===== config.mk =====
export PLATFORM = sky130hd
export DESIGN_NAME = hub75_bcm_scan
export DESIGN_NICKNAME = d
export VERILOG_FILES = /design/src/rtl/hub75_pkg.sv /design/src/rtl/hub75_clk_div.sv /design/src/rtl/hub75_bcm_scan.sv
export SDC_FILE = /design/constraint.sdc
export NUM_CORES = 1
export LEC_CHECK = 0
export BUFFER_PORTS_ARGS = -buffer_cell sky130_fd_sc_hd__buf_2
export CAP_MARGIN = 20
export CORE_MARGIN = 10
export CORE_UTILIZATION = 42
export DETAILED_ROUTE_END_ITERATION = 16
export SYNTH_ARGS = -nofsm -noshare
export SYNTH_HDL_FRONTEND = slang
export SYNTH_HIERARCHICAL = 1
export SYNTH_SLANG_ARGS = --single-unit
export TNS_END_PERCENT = 10

===== constraint.sdc =====
create_clock -name clk -period 4.2 [get_ports clk]
set_input_delay 0.84 -clock clk [delete_from_list [all_inputs] [get_ports clk]]
set_output_delay 0.84 -clock clk [all_outputs]
set_load 0.02 [all_outputs]

===== src/rtl/hub75_pkg.sv =====
// Shared types and sizing helpers for the HUB75 BCM scan engine.
package hub75_pkg;

  typedef enum logic [2:0] {
    S_IDLE,
    S_LOAD,
    S_SHIFT,
    S_WAIT,
    S_LATCH
  } scan_state_t;

  typedef logic [2:0] rgb_lane_t;

  // Wide enough for brightness * lsb_time shifted by the top bitplane index.
  function automatic int disp_cnt_width(input int bpp, input int lsb_time);
    return 8 + $clog2(lsb_time + 1) + bpp;
  endfunction

endpackage


===== src/rtl/hub75_clk_div.sv =====
// Pixel tick generator: one-cycle tick every i_clk_div+1 clocks while enabled.
module hub75_clk_div
  import hub75_pkg::*;
(
  input  logic       clk,
  input  logic       rst,
  input  logic       i_enable,
  input  logic [3:0] i_clk_div,
  output logic       tick
);

  logic [3:0] cnt;

  // Compare with >= so a lowered divider takes effect without wrapping through 15.
  always_ff @(posedge clk or posedge rst) begin
    if (rst) begin
      cnt  <= '0;
      tick <= 1'b0;
    end else if (!i_enable) begin
      cnt  <= '0;
      tick <= 1'b0;
    end else if (cnt >= i_clk_div) begin
      cnt  <= '0;
      tick <= 1'b1;
    end else begin
      cnt  <= cnt + 1'b1;
      tick <= 1'b0;
    end
  end

endmodule


===== src/rtl/hub75_bcm_scan.sv =====
// HUB75 scan engine with binary-coded modulation and global brightness; the
// next bitplane is shifted while the current one is still being displayed.
module hub75_bcm_scan
  import hub75_pkg::*;
#(
  parameter int  hpixel_p   = 64,
  parameter int  vpixel_p   = 64,
  parameter int  bpp_p      = 8,
  parameter int  segments_p = 2,
  parameter int  lsb_time_p = 1,
  localparam int rows_p     = vpixel_p / segments_p,
  localparam int row_bits_p = $clog2(rows_p),
  localparam int addr_w     = $clog2(hpixel_p * vpixel_p)
) (
  input  logic                          clk,
  input  logic                          rst,
  input  logic                          i_enable,
  input  logic [3:0]                    i_clk_div,
  input  logic [7:0]                    i_brightness,
  output logic [addr_w-1:0]             o_rd_addr,
  input  logic [segments_p*3*bpp_p-1:0] i_rd_data,
  output logic                          o_clk,
  output logic                          o_stb,
  output logic                          o_oe,
  output logic [row_bits_p-1:0]         o_row,
  output logic [segments_p*3-1:0]       o_rgb,
  output logic                          o_frame_done
);

  localparam int col_w   = (hpixel_p > 1) ? $clog2(hpixel_p) : 1;
  localparam int plane_w = (bpp_p > 1) ? $clog2(bpp_p) : 1;
  localparam int disp_w  = disp_cnt_width(bpp_p, lsb_time_p);

  localparam logic [col_w-1:0]      col_last   = col_w'(hpixel_p - 1);
  localparam logic [plane_w-1:0]    plane_last = plane_w'(bpp_p - 1);
  localparam logic [row_bits_p-1:0] row_last   = row_bits_p'(rows_p - 1);

  scan_state_t state, state_nxt;

  logic                          tick;
  logic                          phase;
  logic                          lat_phase;
  logic [col_w-1:0]              col;
  logic [row_bits_p-1:0]         row;
  logic [row_bits_p-1:0]         row_nxt;
  logic [plane_w-1:0]            plane;
  logic [disp_w-1:0]             disp;
  logic [disp_w-1:0]             disp_load;
  logic [addr_w-1:0]             row_base;
  logic                          do_phase_a;
  logic                          do_phase_b;
  logic                          do_latch_1;
  logic                          do_latch_2;
  logic [bpp_p-1:0]              chan;
  rgb_lane_t [segments_p-1:0]    shift_bits;

  hub75_clk_div u_clk_div (
    .clk       (clk),
    .rst       (rst),
    .i_enable  (i_enable),
    .i_clk_div (i_clk_div),
    .tick      (tick)
  );

  always_ff @(posedge clk or posedge rst) begin
    if (rst) state <= S_IDLE;
    else     state <= state_nxt;
  end

  always_comb begin
    state_nxt  = state;
    do_phase_a = 1'b0;
    do_phase_b = 1'b0;
    do_latch_1 = 1'b0;
    do_latch_2 = 1'b0;
    if (!i_enable) begin
      state_nxt = S_IDLE;
    end else begin
      case (state)
        S_IDLE:  state_nxt = S_LOAD;
        S_LOAD:  if (tick) state_nxt = S_SHIFT;
        S_SHIFT: begin
          if (tick) begin
            if (!phase) begin
              do_phase_a = 1'b1;
            end else begin
              do_phase_b = 1'b1;
              if (col == col_last) state_nxt = S_WAIT;
            end
          end
        end
        S_WAIT:  if (disp == '0) state_nxt = S_LATCH;
        S_LATCH: begin
          if (tick) begin
            if (!lat_phase) begin
              do_latch_1 = 1'b1;
            end else begin
              do_latch_2 = 1'b1;
              state_nxt  = S_LOAD;
            end
          end
        end
        default: state_nxt = S_IDLE;
      endcase
    end
  end

  // Lane word per segment is {R,G,B}, each bpp_p wide; pick bit `plane` of each.
  always_comb begin
    chan       = '0;
    shift_bits = '0;
    for (int s = 0; s < segments_p; s++) begin
      for (int c = 0; c < 3; c++) begin
        chan             = i_rd_data[(s*3 + c)*bpp_p +: bpp_p];
        shift_bits[s][c] = chan[plane];
      end
    end
  end

  always_comb begin
    row_nxt = row;
    if (plane == plane_last) row_nxt = (row == row_last) ? '0 : row + 1'b1;
    row_base  = addr_w'(row_nxt) * addr_w'(hpixel_p);
    disp_load = (disp_w'(i_brightness) * disp_w'(lsb_time_p)) << plane;
  end

  // The read address runs one column ahead: it advances at phase A, after the
  // current column has been captured, so the frame buffer has a full tick.
  always_ff @(posedge clk or posedge rst) begin
    if (rst) begin
      o_clk        <= 1'b0;
      o_stb        <= 1'b0;
      o_oe         <= 1'b1;
      o_row        <= '0;
      o_rgb        <= '0;
      o_rd_addr    <= '0;
      o_frame_done <= 1'b0;
      phase        <= 1'b0;
      lat_phase    <= 1'b0;
      col          <= '0;
      row          <= '0;
      plane        <= '0;
      disp         <= '0;
    end else if (!i_enable) begin
      o_clk        <= 1'b0;
      o_stb        <= 1'b0;
      o_oe         <= 1'b1;
      o_row        <= '0;
      o_rgb        <= '0;
      o_rd_addr    <= '0;
      o_frame_done <= 1'b0;
      phase        <= 1'b0;
      lat_phase    <= 1'b0;
      col          <= '0;
      row          <= '0;
      plane        <= '0;
      disp         <= '0;
    end else begin
      o_frame_done <= 1'b0;
      if (disp != '0) begin
        disp <= disp - 1'b1;
        if (disp == disp_w'(1)) o_oe <= 1'b1;
      end
      if (do_phase_a) begin
        o_clk <= 1'b0;
        o_rgb <= shift_bits;
        phase <= 1'b1;
        if (col != col_last) o_rd_addr <= o_rd_addr + 1'b1;
      end
      if (do_phase_b) begin
        o_clk <= 1'b1;
        phase <= 1'b0;
        if (col != col_last) col <= col + 1'b1;
      end
      if (do_latch_1) begin
        o_oe      <= 1'b1;
        o_stb     <= 1'b1;
        o_row     <= row;
        lat_phase <= 1'b1;
      end
      if (do_latch_2) begin
        o_stb     <= 1'b0;
        lat_phase <= 1'b0;
        disp      <= disp_load;
        o_oe      <= (disp_load == '0);
        col       <= '0;
        o_rd_addr <= row_base;
        row       <= row_nxt;
        if (plane == plane_last) begin
          plane <= '0;
          if (row == row_last) o_frame_done <= 1'b1;
        end else begin
          plane <= plane + 1'b1;
        end
      end
    end
  end

endmodule


## Yosys cells after proc, flatten, opt, wreduce, memory -nomap -nowiden

Index checks and enable logic that the tools add are counted.

| storage, ports and cells | value |
|---|---|
| word-level logic and storage cells | 140 |
| output and inout bits | 27 |
| input bits | 63 |
| register bits after elaboration | 67 |

| operators by class | value |
|---|---|
| shift-type cells | 1 |
| equal/unequal tests | 27 |
| add/subtract/negate cells | 6 |
| mux-type cells | 81 |
| reductions and logical operators | 8 |
| order comparisons | 2 |

Operators with widths:

| kind | count |
|---|---|
| $mux W17 | 3 |
| $mux W12 | 4 |
| $mux W1 | 42 |
| $mux W6 | 6 |
| $logic_not A17 Y1 | 2 |
| $mux W3 | 11 |
| $mux W5 | 6 |
| $bmux W1 S3 | 6 |
| $ne A3 B1 Y1 const B | 6 |
| $eq A17 B1 Y1 const B | 1 |
| $reduce_bool A17 Y1 | 1 |
| $shl A8 B3 Y17 | 1 |
| $sub A17 B1 Y17 const B | 1 |
| $pmux W3 S5 | 1 |
| $add A12 B1 Y12 const B | 1 |
| $ne A3 B3 Y1 const B | 4 |
| $ne A3 B2 Y1 const B | 3 |
| $mux W4 | 2 |
| $ne A4 B1 Y1 const B | 2 |
| $reduce_and A7 Y1 | 1 |
| $add A6 B1 Y6 const B | 1 |
| $eq A3 B2 Y1 const B | 2 |
| $eq A3 B3 Y1 const B | 2 |
| $eq A6 B6 Y1 const B | 1 |
| other kinds (11) | 15 |

## Depth between registers and ports, before layout

Gate-level depths: netlist of the first run.

| depth | value |
|---|---|
| depth in word-level cells | 7 |
| gate-level depth with buffers | 8 |
| depth with buffers taken out | 8 |

## By module

The synthesis of the first run kept the hierarchy.

By module, submodules not included:

| module | cells each | seq. area each (um2) | area each (um2) | instances |
|---|---|---|---|---|
| hub75_bcm_scan | 434 | 1,552.7 | 4,091.4 | 1 |
| hub75_clk_div | 29 | 125.1 | 307.8 | 1 |

## Worst setup path before layout of the first run

OpenSTA, ideal clock, no wires.

| timing path | value |
|---|---|
| path type | input to register |
| from | in i_enable |
| to | reg disp[0] |
| data arrival time | 1.978 ns |
| library setup time | 0.079 ns |
| path slack | 2.143 ns |
| path buffers | 1 |
| stages on the path | 6 |
| data required time | 4.121 ns |
| cell sequence | clkbuf_1 > and3_1 > nand2_1 > or3_1 > nor2_1 > a2bb2oi_1 |

| between the ends | value |
|---|---|
| word-level cells in the longest chain between the ends | 3 |
| elaborated cells on any way between the ends | 4 |
| classes of those cells | 1 x eq/ne; 3 x mux |

Ends and longest elaborated chain:

| element | line | RTL |
|---|---|---|
| from (decl) | hub75_bcm_scan.sv:17 | `input logic i_enable,` |
| $mux W1 | hub75_bcm_scan.sv:76 | `if (!i_enable) begin` |
| $mux W17 | hub75_bcm_scan.sv:181 | `if (do_latch_2) begin` |
| $mux W17 | hub75_bcm_scan.sv:144 | `end else if (!i_enable) begin` |
| to (signal assigned) | hub75_bcm_scan.sv:161 | `disp <= disp - 1'b1;` |
| to (signal assigned) | hub75_bcm_scan.sv:184 | `disp <= disp_load;` |
| to (decl) | hub75_bcm_scan.sv:47 | `logic [disp_w-1:0] disp;` |

Several ways; a longest one is shown, not always the timed one.
A chain may end at the register's enable or synchronous reset.

## Worst setup path after layout of the first run

| timing path | value |
|---|---|
| from | reg state[0] |
| to | reg plane[2] |

| between the ends | value |
|---|---|
| word-level cells in the longest chain between the ends | 4 |

Ends and longest elaborated chain:

| element | line | RTL |
|---|---|---|
| from (decl) | hub75_bcm_scan.sv:38 | `scan_state_t state, state_nxt;` |
| from (signal assigned) | hub75_bcm_scan.sv:67 | `else state <= state_nxt;` |
| $eq A3 B3 Y1 | hub75_bcm_scan.sv:79 | `case (state)` |
| $mux W1 | hub75_bcm_scan.sv:79 |  |
| $mux W1 | hub75_bcm_scan.sv:76 |  |
| $ne A2 B1 Y1 (no source line) | - |  |
| to (signal assigned) | hub75_bcm_scan.sv:193 | `plane <= plane + 1'b1;` |
| to (decl) | hub75_bcm_scan.sv:46 | `logic [plane_w-1:0] plane;` |

Every way passes these cells.

==> results of run 1 <==
-- power groups by stage --
stage	Sequential (mW)	Combinational [mW]	Clock, mW
after floorplan	0.817	0.617	0
after global placement	0.851	0.760	0
after detailed placement	0.855	0.765	0
after CTS	0.846	0.771	0.476
after global routing	0.866	0.864	0.512
final	0.849	0.776	0.468
-- kinds of logic (layout without fill, tap and decap cells) --
kind of cell,Yosys count,count (layout),synth area share [%]
fa+ha+maj,13,13,3.70
mux,36,36,12.0
compound gates,105,105,16.1
flops,67,67,38.1
simple gates,178,178,21.6
xor+xnor,23,23,4.58
buf+inv,41,125,3.84
-- routing by layer --
metal | up-vias | global-route usage [%] | share of wire (%)
met3 | 8 | 5.23 | 8.4
met4 | 0 | 5.52 | 1.1
met1 | 1839 | 21.1 | 45
met5 | - | 0 | 0
met2 | 128 | 24.5 | 45
li1 | 1868 | - | -
-- registers in the layout, summed over array words and instances (netlist names) --
signal / count
disp: 17
o_rd_addr: 12
col: 6
o_rgb: 6
o_row: 5
row: 5
u_clk_div/cnt: 4
plane: 3
state: 3
lat_phase: 1
o_clk: 1
o_frame_done: 1
o_oe: 1
phase: 1
u_clk_div/tick: 1
-- stage by stage --
stage          cells  setup slack (ns)
2_1_floorplan    463              1.82
3_3_place_gp     666              1.73
3_5_place_dp     666              1.71
4_1_cts          682              1.75
5_1_grt          683              1.50
6_report         683              1.75
-- final cells by class --
cell class	instances	share of cell area, %
clock buffer	11	2.57
inverter	13	0.953
sequential	67	32.8
multi-input combinational	355	49.8
timing repair buffer	96	9.97
tap	136	3.32
clock inverter	5	0.586
-- final timing paths --
| kind | start | endpoint | cells after the start |
|---|---|---|---|
| worst min register to register | u_clk_div/cnt[0] | u_clk_div/cnt[0] | 1 |
| max in group asynchronous | rst | o_oe | 4 |
| worst min-delay path | rst | u_clk_div/tick | 2 |
| worst max register to register | state[0] | plane[2] | 5 |
| worst max-delay path | state[0] | plane[2] | 5 |
| min in group clk | u_clk_div/cnt[0] | u_clk_div/cnt[0] | 1 |
-- synth_stat cells, types with 2 or more instances --
master,n
o31a_1,4
mux4_2,13
nand4_1,11
or3_4,2
nand2b_1,3
a311oi_1,4
and2_1,2
nor3_1,8
or3_1,2
o31ai_1,3
ha_1,13
nor2b_1,2
buf_1,4
mux2i_1,19
or4_1,2
nor4_1,5
nand2_1,33
nand4bb_1,2
nor4b_1,2
nor3b_2,2
nor4bb_1,2
or2_2,3
clkbuf_1,14
nor3b_1,3
a22oi_1,2
dfrtp_1,66
buf_2,9
nor2_1,59
inv_1,12
o21a_1,3
a21o_1,4
xor2_1,15
a211oi_1,15
and3_1,10
a21oi_1,29
a31oi_1,3
nand3_1,13
o21ai_1,2
xnor2_1,8
o211ai_1,3
and4_1,4
mux2_2,4
o211ai_2,2
o21ai_0,17
-- worst max-delay path: cells and delay by family, from the launching register on --
family                 cells  cell delay (ns)
AOI/OAI and AO/OA          1             0.08
buffers and inverters      1             0.27
DFF                        1             0.50
and+or+nand+nor            3             1.47
==> key figures, run 1 <==
Clocking
  – Worst skew pair latency: 0.35 ns
  – H-Tree Depth: 3
  – Max clock buf depth: 2
  – Clock root buffer: clkbuf_8
  – TritonCTS Buffers: 9
  – Post-cts sizing count: 0
  – Setup bufs post-CTS: 0
  – Clk sinks: 67
  – CTS tree: done
  – CTS Hold Buffers Added: 0
  – CTS clock-pin slew for the worst setup and hold paths: 0.07 ns

STA
  – Worst Tran Pin Value: 0.921 ns
  – Rel. slew slack: 38.4%
  – Clock Skews: 0.0120 ns
  – Setup repair after global routing missed its margin: no
  – Fin crit period: 2.45 ns
  – Setup_tns: 0 ns
  – Final hold vios: 0
  – Final hold slack: 0.394 ns
  – Maximum clock frequency: 408 MHz
  – Period utilization: 58.4%
  – Slew Limit Fails: 0
  – Setup-failing EPs final: 0

Finish
  – Area of the multi-input gates: 2550 µm²
  – Sequential cell area: 1680 µm²
  – Commonest non-fill, non-tap cells in the layout: 89 x buf_2, 66 x dfrtp_1, 59 x nor2_1
  – Fillers: 999
  – N_diodes: 0
  – Commonest non-fill, non-tap cell in the layout: buf_2
  – Layout cells sized above 1: 26.9%
  – Fin util: 49.8%
  – Area growth syn-to-layout: 16.4%
  – Final Net Count: 618
  – Post-route cell area: 5120 µm²

Setup path
  – CP Data Required Time: 4.41 ns
  – Slowest CP cell: nand2_1
  – Crit Path Category: register to register
  – Critical path launch point type: register
  – Cell Chain, Critical Path: nor3b_2 -> nand3_1 -> nand2_1 -> buf_4 -> o21ai_0
  – Critical path peak fanout: 13
  – Worst EP arrival: 2.66 ns
  – Flop-to-flop setup slack: 1.75 ns
  – Delay of the slowest critical-path stage: 0.61 ns
  – Crit end category: register

Drt
  – DR iter-0 viols: 296
  – Vias/cell: 5.63
  – DRC viols: 0
  – Via count: 3843
  – First-pass DRT Iterations: 4
  – Wire per inst: 17.5 µm
  – Final ANT Viol Nets: 0
  – WL final: 11900 µm

Power and ir drop
  – Sequential power share: 40.6%
  – Leak pwr: 2.38 nW
  – Sw Pwr: 809 µW
  – Internal power: 1.28 mW
  – Sw Ratio: 38.7%
  – Max VDD drop: 0.000209 V
  – Clock network power share: 22.3%
  – Gate power share: 37.1%
  – Total power divided by cell area: 409 nW/µm²
  – PnR Total Power: 2.09 mW

Place
  – DP HPWL: 8930 µm
  – Placed cell areas: 4940 µm²
  – Port bufs: 89
  – GPL Wtd Cong: 0.877

Yosys
  – Post-Syn Area: 4400 µm²
  – Ranking of synthesized cells by area: dfrtp_1 38%, mux4_2 6.7%, nor2_1 5.0%
  – Area leader, netlist: dfrtp_1
  – Post-synth top area share: 37.5%
  – Share of synthesized flip-flops with an asynchronous set or reset: 100%
  – #FFs+latches synth: 67
  – Synth Instances: 463
  – Seq/Total Area, Yosys: 38.1%
  – Top FF cell, synth: dfrtp_1
  – Count of different cell masters after synthesis: 69
  – Number of flops mapped to enable cells by yosys: 0
  – Syn Area/Cell: 9.50 µm²
  – Mapped Nets: 539
  – Yosys warning count: 6

Floorplanning
  – I/O Pins: 90
  – Std-Cell Rows: 37
  – CORE AREA: 10300 µm²
  – Die area: 15000 µm²
  – Die Span X: 122 µm
  – Initial Utilization: 42.8%
  – Die H: 122 µm

Flow run
  – Reported max-cap violation count: 0

Global routing
  – Total GRT Usage: 16.1%
  – First-pass GRT wire length: 19400 µm
  – Largest net degree at the start of global routing: 51
  – Vias in the first global route: 3904
  – Overflow after GRT: 0
  – Initial antenna violation count: 0

Status
  – Status: finished clean

Min path
  – Worst hold path type: input pin to async pin
Power figures use the tool's default switching activity.
==> run 2: changes to the inputs <==
--- a/config.mk
+++ b/config.mk
@@ -5,6 +5,7 @@
 export SDC_FILE = /design/constraint.sdc
 export NUM_CORES = 1
 export LEC_CHECK = 0
+export ABC_AREA = 1
 export BUFFER_PORTS_ARGS = -buffer_cell sky130_fd_sc_hd__buf_2
 export CAP_MARGIN = 20
 export CORE_MARGIN = 10
==> constraint.sdc (replaced) <==
create_clock -name clk -period 2.4 [get_ports clk]
set_input_delay 0.48 -clock clk [delete_from_list [all_inputs] [get_ports clk]]
set_output_delay 0.48 -clock clk [all_outputs]
set_load 0.02 [all_outputs]
==> key figures, run 2 <==
Drt
  – WL final: 11700 µm
  – First-pass DRT Iterations: 6
  – DRC viols: 0
  – DR iter-0 viols: 274
  – Final ANT Viol Nets: 0
  – Wire per inst: 13.7 µm
  – Via count: 4329
  – Vias/cell: 5.08

Setup path
  – Critical path launch point type: register
  – Crit Path Category: register to register
  – Flop-to-flop setup slack: 0.45 ns
  – Critical path peak fanout: 20
  – Delay of the slowest critical-path stage: 0.41 ns
  – Cell Chain, Critical Path: nor2_2 -> nand2_2 -> nor2_4 -> nand3_4 -> inv_2 -> o211ai_2 -> o21ai_0 -> nand2_1 -> o21ai_1
  – Crit end category: register
  – Worst EP arrival: 2.22 ns
  – Slowest CP cell: dfrtp_1
  – CP Data Required Time: 2.67 ns

STA
  – Setup-failing EPs final: 0
  – Period utilization: 81.4%
  – Fin crit period: 1.95 ns
  – Maximum clock frequency: 512 MHz
  – Final hold vios: 0
  – Rel. slew slack: 61.9%
  – Clock Skews: 0.00944 ns
  – Setup_tns: 0 ns
  – Slew Limit Fails: 0
  – Worst Tran Pin Value: 0.570 ns
  – Setup repair after global routing missed its margin: no

Yosys
  – Ranking of synthesized cells by area: dfrtp_1 37%, nand2_1 12%, nor2_1 6.9%
  – Yosys warning count: 6
  – Number of flops mapped to enable cells by yosys: 0
  – Syn Area/Cell: 7.21 µm²
  – Synth Instances: 625
  – Count of different cell masters after synthesis: 41
  – Mapped Nets: 701
  – Area leader, netlist: dfrtp_1
  – Top FF cell, synth: dfrtp_1
  – Seq/Total Area, Yosys: 37.2%
  – Post-Syn Area: 4510 µm²
  – Post-synth top area share: 36.6%
  – #FFs+latches synth: 67
  – Synth cell count leaders: 140 x nand2_1, 83 x nor2_1, 66 x dfrtp_1
  – Top-count cell post-synth: nand2_1
  – Share of synthesized flip-flops with an asynchronous set or reset: 100%

Power and ir drop
  – Total power divided by cell area: 680 nW/µm²
  – Max VDD drop: 0.000297 V
  – Leak pwr: 2.71 nW

Finish
  – Final cell count without fillers: 853
  – N_diodes: 0
  – Final Net Count: 789
  – Area growth syn-to-layout: 16.8%
  – Max reg flops: 17
  – Post-route cell area: 5270 µm²
  – Biggest regs: disp x17, o_rd_addr x12
  – Fillers: 1062
  – Commonest non-fill, non-tap cells in the layout: 140 x nand2_1, 89 x buf_2, 83 x nor2_1
  – Layout cells sized above 1: 22.0%
  – Largest Register: disp
  – Commonest non-fill, non-tap cell in the layout: nand2_1

Place
  – GPL Wtd Cong: 0.867
  – Port bufs: 89
  – DP HPWL: 9190 µm
  – Placed cell areas: 5070 µm²
  – Placed Cells: 838

Global routing
  – Vias in the first global route: 4345
  – First-pass GRT wire length: 20000 µm
  – Largest net degree at the start of global routing: 37
  – Initial antenna violation count: 0
  – Overflow after GRT: 0
  – Total GRT Usage: 15.8%

Floorplanning
  – Die H: 124 µm
  – Initial Utilization: 43.5%
  – Std-Cell Rows: 37
  – Die Span X: 124 µm
  – Die area: 15300 µm²
  – CORE AREA: 10400 µm²
  – I/O Pins: 90

Clocking
  – TritonCTS Buffers: 9
  – Worst skew pair latency: 0.35 ns
  – Clock root buffer: clkbuf_8
  – Setup bufs post-CTS: 0
  – Post-cts sizing count: 0
  – Max clock buf depth: 2
  – CTS clock-pin slew for the worst setup and hold paths: 0.07 ns
  – H-Tree Depth: 3
  – Clk sinks: 67
  – CTS Hold Buffers Added: 0
  – CTS tree: done

Status
  – Status: finished clean

Min path
  – Worst hold path type: input pin to async pin

Flow run
  – Reported max-cap violation count: 0
run 2: cell types whose count changed after synthesis, moves of 15 or more:
| cell | previous run | this run |
|---|---|---|
| nand2_1 | 33 | 140 |
| o21ai_0 | 17 | 59 |
| mux2i_1 | 19 | 0 |
| nor2_1 | 59 | 83 |
| nand3_1 | 13 | 49 |
| a211oi_1 | 15 | 0 |
| inv_1 | 12 | 57 |
run 2: per-layer routing:
| metal | GRT usage [%] | vias to the layer above | routed length, µm |
|---|---|---|---|
| met5 | 0 | - | 0 |
| met1 | 19.9 | 1980 | 5320 |
| li1 | - | 2245 | - |
| met2 | 26.4 | 93 | 5580 |
| met4 | 3.49 | 0 | 101 |
| met3 | 4.52 | 11 | 661 |
run 2: kinds of logic (layout without fill, tap and decap cells):
logic type                 count (synthesis)  in the layout  synth area share (%)
buffers and inverters                     83            175                  8.22
adders and majority gates                 13             13                  3.61
DFF                                       67             67                  37.2
and+or+nand+nor                          318            318                  32.1
AOI/OAI and AO/OA                        134            134                  16.9
xor gates and xnor gates                  10             10                  1.94
run 2: critical path: cells and delay by family, from the launching register on:
family                 cells  cell delay [ns]
AOI/OAI and AO/OA          3             0.35
buffers and inverters      1             0.38
DFF                        1             0.41
and+or+nand+nor            5             0.73
run 2: layout make-up:
type / instances / area [µm²] / share of cell area, %
Multi-Input combinational cell: 475 / 2460 / 46.7
Timing Repair Buffer: 98 / 526 / 9.98
Sequential cell: 67 / 1680 / 31.9
Clock inverter: 2 / 35.0 / 0.665
Clock buffer: 13 / 159 / 3.02
Inverter: 62 / 239 / 4.54
Tap cell: 136 / 170 / 3.23
run 2: metrics by stage:
stage               worst slack, ns  power (mW)  hold WS (ns)  utilization [%]
floorplan                     0.380        2.36         0.259                -
global placement              0.503        2.63         0.410             48.9
detailed placement            0.434        2.66         0.408             48.9
CTS                           0.420        3.61        0.0366             50.8
global route                  0.194        3.87        0.0510             50.8
finish                        0.446        3.58        0.0396             50.8
run 2: where the power goes:
group	leakage [nW]	switching (mW)	internal, mW
clock	0.0995	0.417	0.531
combinational	1.70	0.746	0.466
sequential	0.918	0.148	1.27
run 2: worst paths after layout:
path / start / to / cells past startpoint
hold reg to reg: o_row[0] / o_row[0] / 2
setup reg to reg: state[1] / o_rd_addr[7] / 9
hold / removal: rst / u_clk_div/cnt[1] / 2
min in group clk: o_row[0] / o_row[0] / 2
setup / recovery: state[1] / o_rd_addr[7] / 9
max in group asynchronous: rst / o_oe / 3
==> run 3: changes to the inputs <==
==> constraint.sdc (replaced) <==
create_clock -name clk -period 1.8 [get_ports clk]
set_input_delay 0.36 -clock clk [delete_from_list [all_inputs] [get_ports clk]]
set_output_delay 0.36 -clock clk [all_outputs]
set_load 0.02 [all_outputs]
==> key figures, run 3 (same netlist as run 2, synthesis figures left out) <==
Place
  – Placed Cells: 847
  – Port bufs: 89
  – DP HPWL: 9470 µm
  – GPL Wtd Cong: 0.834

Flow run
  – Reported max-cap violation count: 0

Clocking
  – Worst skew pair latency: 0.34 ns
  – Clk sinks: 67
  – CTS clock-pin slew for the worst setup and hold paths: 0.07 ns
  – Max clock buf depth: 2
  – H-Tree Depth: 3
  – TritonCTS Buffers: 9
  – CTS tree: done
  – Setup bufs post-CTS: 0
  – Clock root buffer: clkbuf_8

Finish
  – Sequential cell area: 1680 µm²
  – Commonest non-fill, non-tap cell in the layout: nand2_1
  – Layout cells sized above 1: 23.7%
  – Max reg flops: 17
  – N_diodes: 0
  – Area growth syn-to-layout: 19.5%
  – Area of the multi-input gates: 2500 µm²
  – Commonest non-fill, non-tap cells in the layout: 140 x nand2_1, 89 x buf_2, 81 x nor2_1
  – Final Net Count: 799
  – Largest Register: disp
  – Biggest regs: disp x17, o_rd_addr x12
  – Final cell count without fillers: 861
  – Fillers: 1063

STA
  – Final hold slack: 0.399 ns
  – Setup-failing EPs final: 0
  – Setup repair after global routing missed its margin: yes
  – Final hold vios: 0
  – Rel. slew slack: 65.4%
  – Clock Skews: 0.00867 ns
  – Period utilization: 93.9%
  – Slew Limit Fails: 0
  – Fin crit period: 1.69 ns
  – Worst Tran Pin Value: 0.518 ns
  – Maximum clock frequency: 591 MHz

Setup path
  – CP Data Required Time: 2.06 ns
  – Worst EP arrival: 1.96 ns
  – Crit Path Category: register to register
  – R2R Path End: disp[14]
  – R2r worst-path depth: 7
  – Crit end category: register
  – Reg-to-Reg Start: state[0]
  – Flop-to-flop setup slack: 0.11 ns
  – Critical path peak fanout: 12
  – Critical path launch point type: register

Drt
  – Final ANT Viol Nets: 0
  – Vias/cell: 5.15
  – DRC viols: 0
  – WL final: 12000 µm
  – DR iter-0 viols: 253
  – Wire per inst: 13.9 µm
  – First-pass DRT Iterations: 5
  – Via count: 4437

Global routing
  – Vias in the first global route: 4500
  – Met3 Usage GRT: 5.48%
  – Met2 GRT Util: 26.9%
  – Largest net degree at the start of global routing: 37
  – Met1 Resource Use GR: 20.3%
  – Grt peak-use layer: met2
  – Initial antenna violation count: 0
  – First-pass GRT wire length: 20600 µm
  – Total GRT Usage: 16.3%
  – Overflow after GRT: 0

Floorplanning
  – Die Span X: 124 µm
  – I/O Pins: 90
  – Die area: 15300 µm²
  – Std-Cell Rows: 37
  – Die H: 124 µm
  – Initial Utilization: 43.5%
  – CORE AREA: 10400 µm²

Min path
  – Hold Startpoint: i_enable
  – Worst hold path type: input pin to register
  – WHS Path Cells: 3
  – Endpoint, Worst Hold: u_clk_div/tick

Power and ir drop
  – Max VDD drop: 0.000462 V
  – Leak pwr: 2.75 nW
  – Total power divided by cell area: 872 nW/µm²

Status
  – Status: finished clean
## run 3: changes by cell type in the layout (fill, tap and decap cells not counted), sizes merged
| cell | change |
|---|---|
| clkinv | +1 |
| clkbuf | -3 |
| bufinv | -1 |
| dlygate4sd3 | +1 |
| buf | +9 |
| clkinvlp | +3 |
| inv | -2 |
## run 3: critical path, stage by stage, from the launching register on
cell	delay (ns)
dfrtp_1	0.42
nor2_2	0.18
nand2_2	0.09
nor2_4	0.16
nand3_4	0.16
buf_6	0.19
or2_2	0.29
a21oi_1	0.14
## run 3: cell type report
class	instances	area share [%]
clock inverters	3	0.325
repair buffers	108	11.8
inverters	62	4.62
clock buffers	10	2.56
well taps	136	3.16
multi-input cells	475	46.4
flip-flops and latches	67	31.2
## run 3: repair_timing
item,in CTS,in global routing
hold buffers,1,0
endpoints found under the setup margin,0,36
endpoints found under the hold margin,5,0
gates resized for setup,0,13
## run 3: report_power, final
part           internal, mW  total (mW)  switching [mW]
Clock                 0.509        1.04           0.529
Sequential             1.70        1.91           0.214
Combinational         0.682        1.74            1.06
## run 3: worst max path at each step
stage                        start           end  slack [ns]  depth (start not counted)
after global routing        col[0]        col[4]       -0.05                          9
after floorplan            disp[0]       disp[5]        0.21                         11
after global placement      col[0]  o_rd_addr[5]        0.04                          9
after CTS                  disp[0]       disp[7]        0.01                         11
final                     state[0]      disp[14]        0.11                          7
after detailed placement   disp[0]       disp[7]        0.04                         11
## run 3: per-layer routing
layer,vias to the layer above,wire (µm)
li1,2264,-
met1,2054,5510
met2,107,5600
met3,12,769
met4,0,93
met5,-,0
## run 3: metrics by stage
stage	setup slack (ns)	cell area, µm²	TNS, ns	power (mW)	util (%)
after floorplan	0.213	4510	0	3.15	-
after global placement	0.0387	5170	0	3.54	49.8
after detailed placement	0.0371	5170	0	3.58	49.8
after CTS	0.0148	5330	0	4.65	51.4
after global routing	-0.0512	5380	-0.145	5.08	51.9
final	0.109	5380	0	4.70	51.9
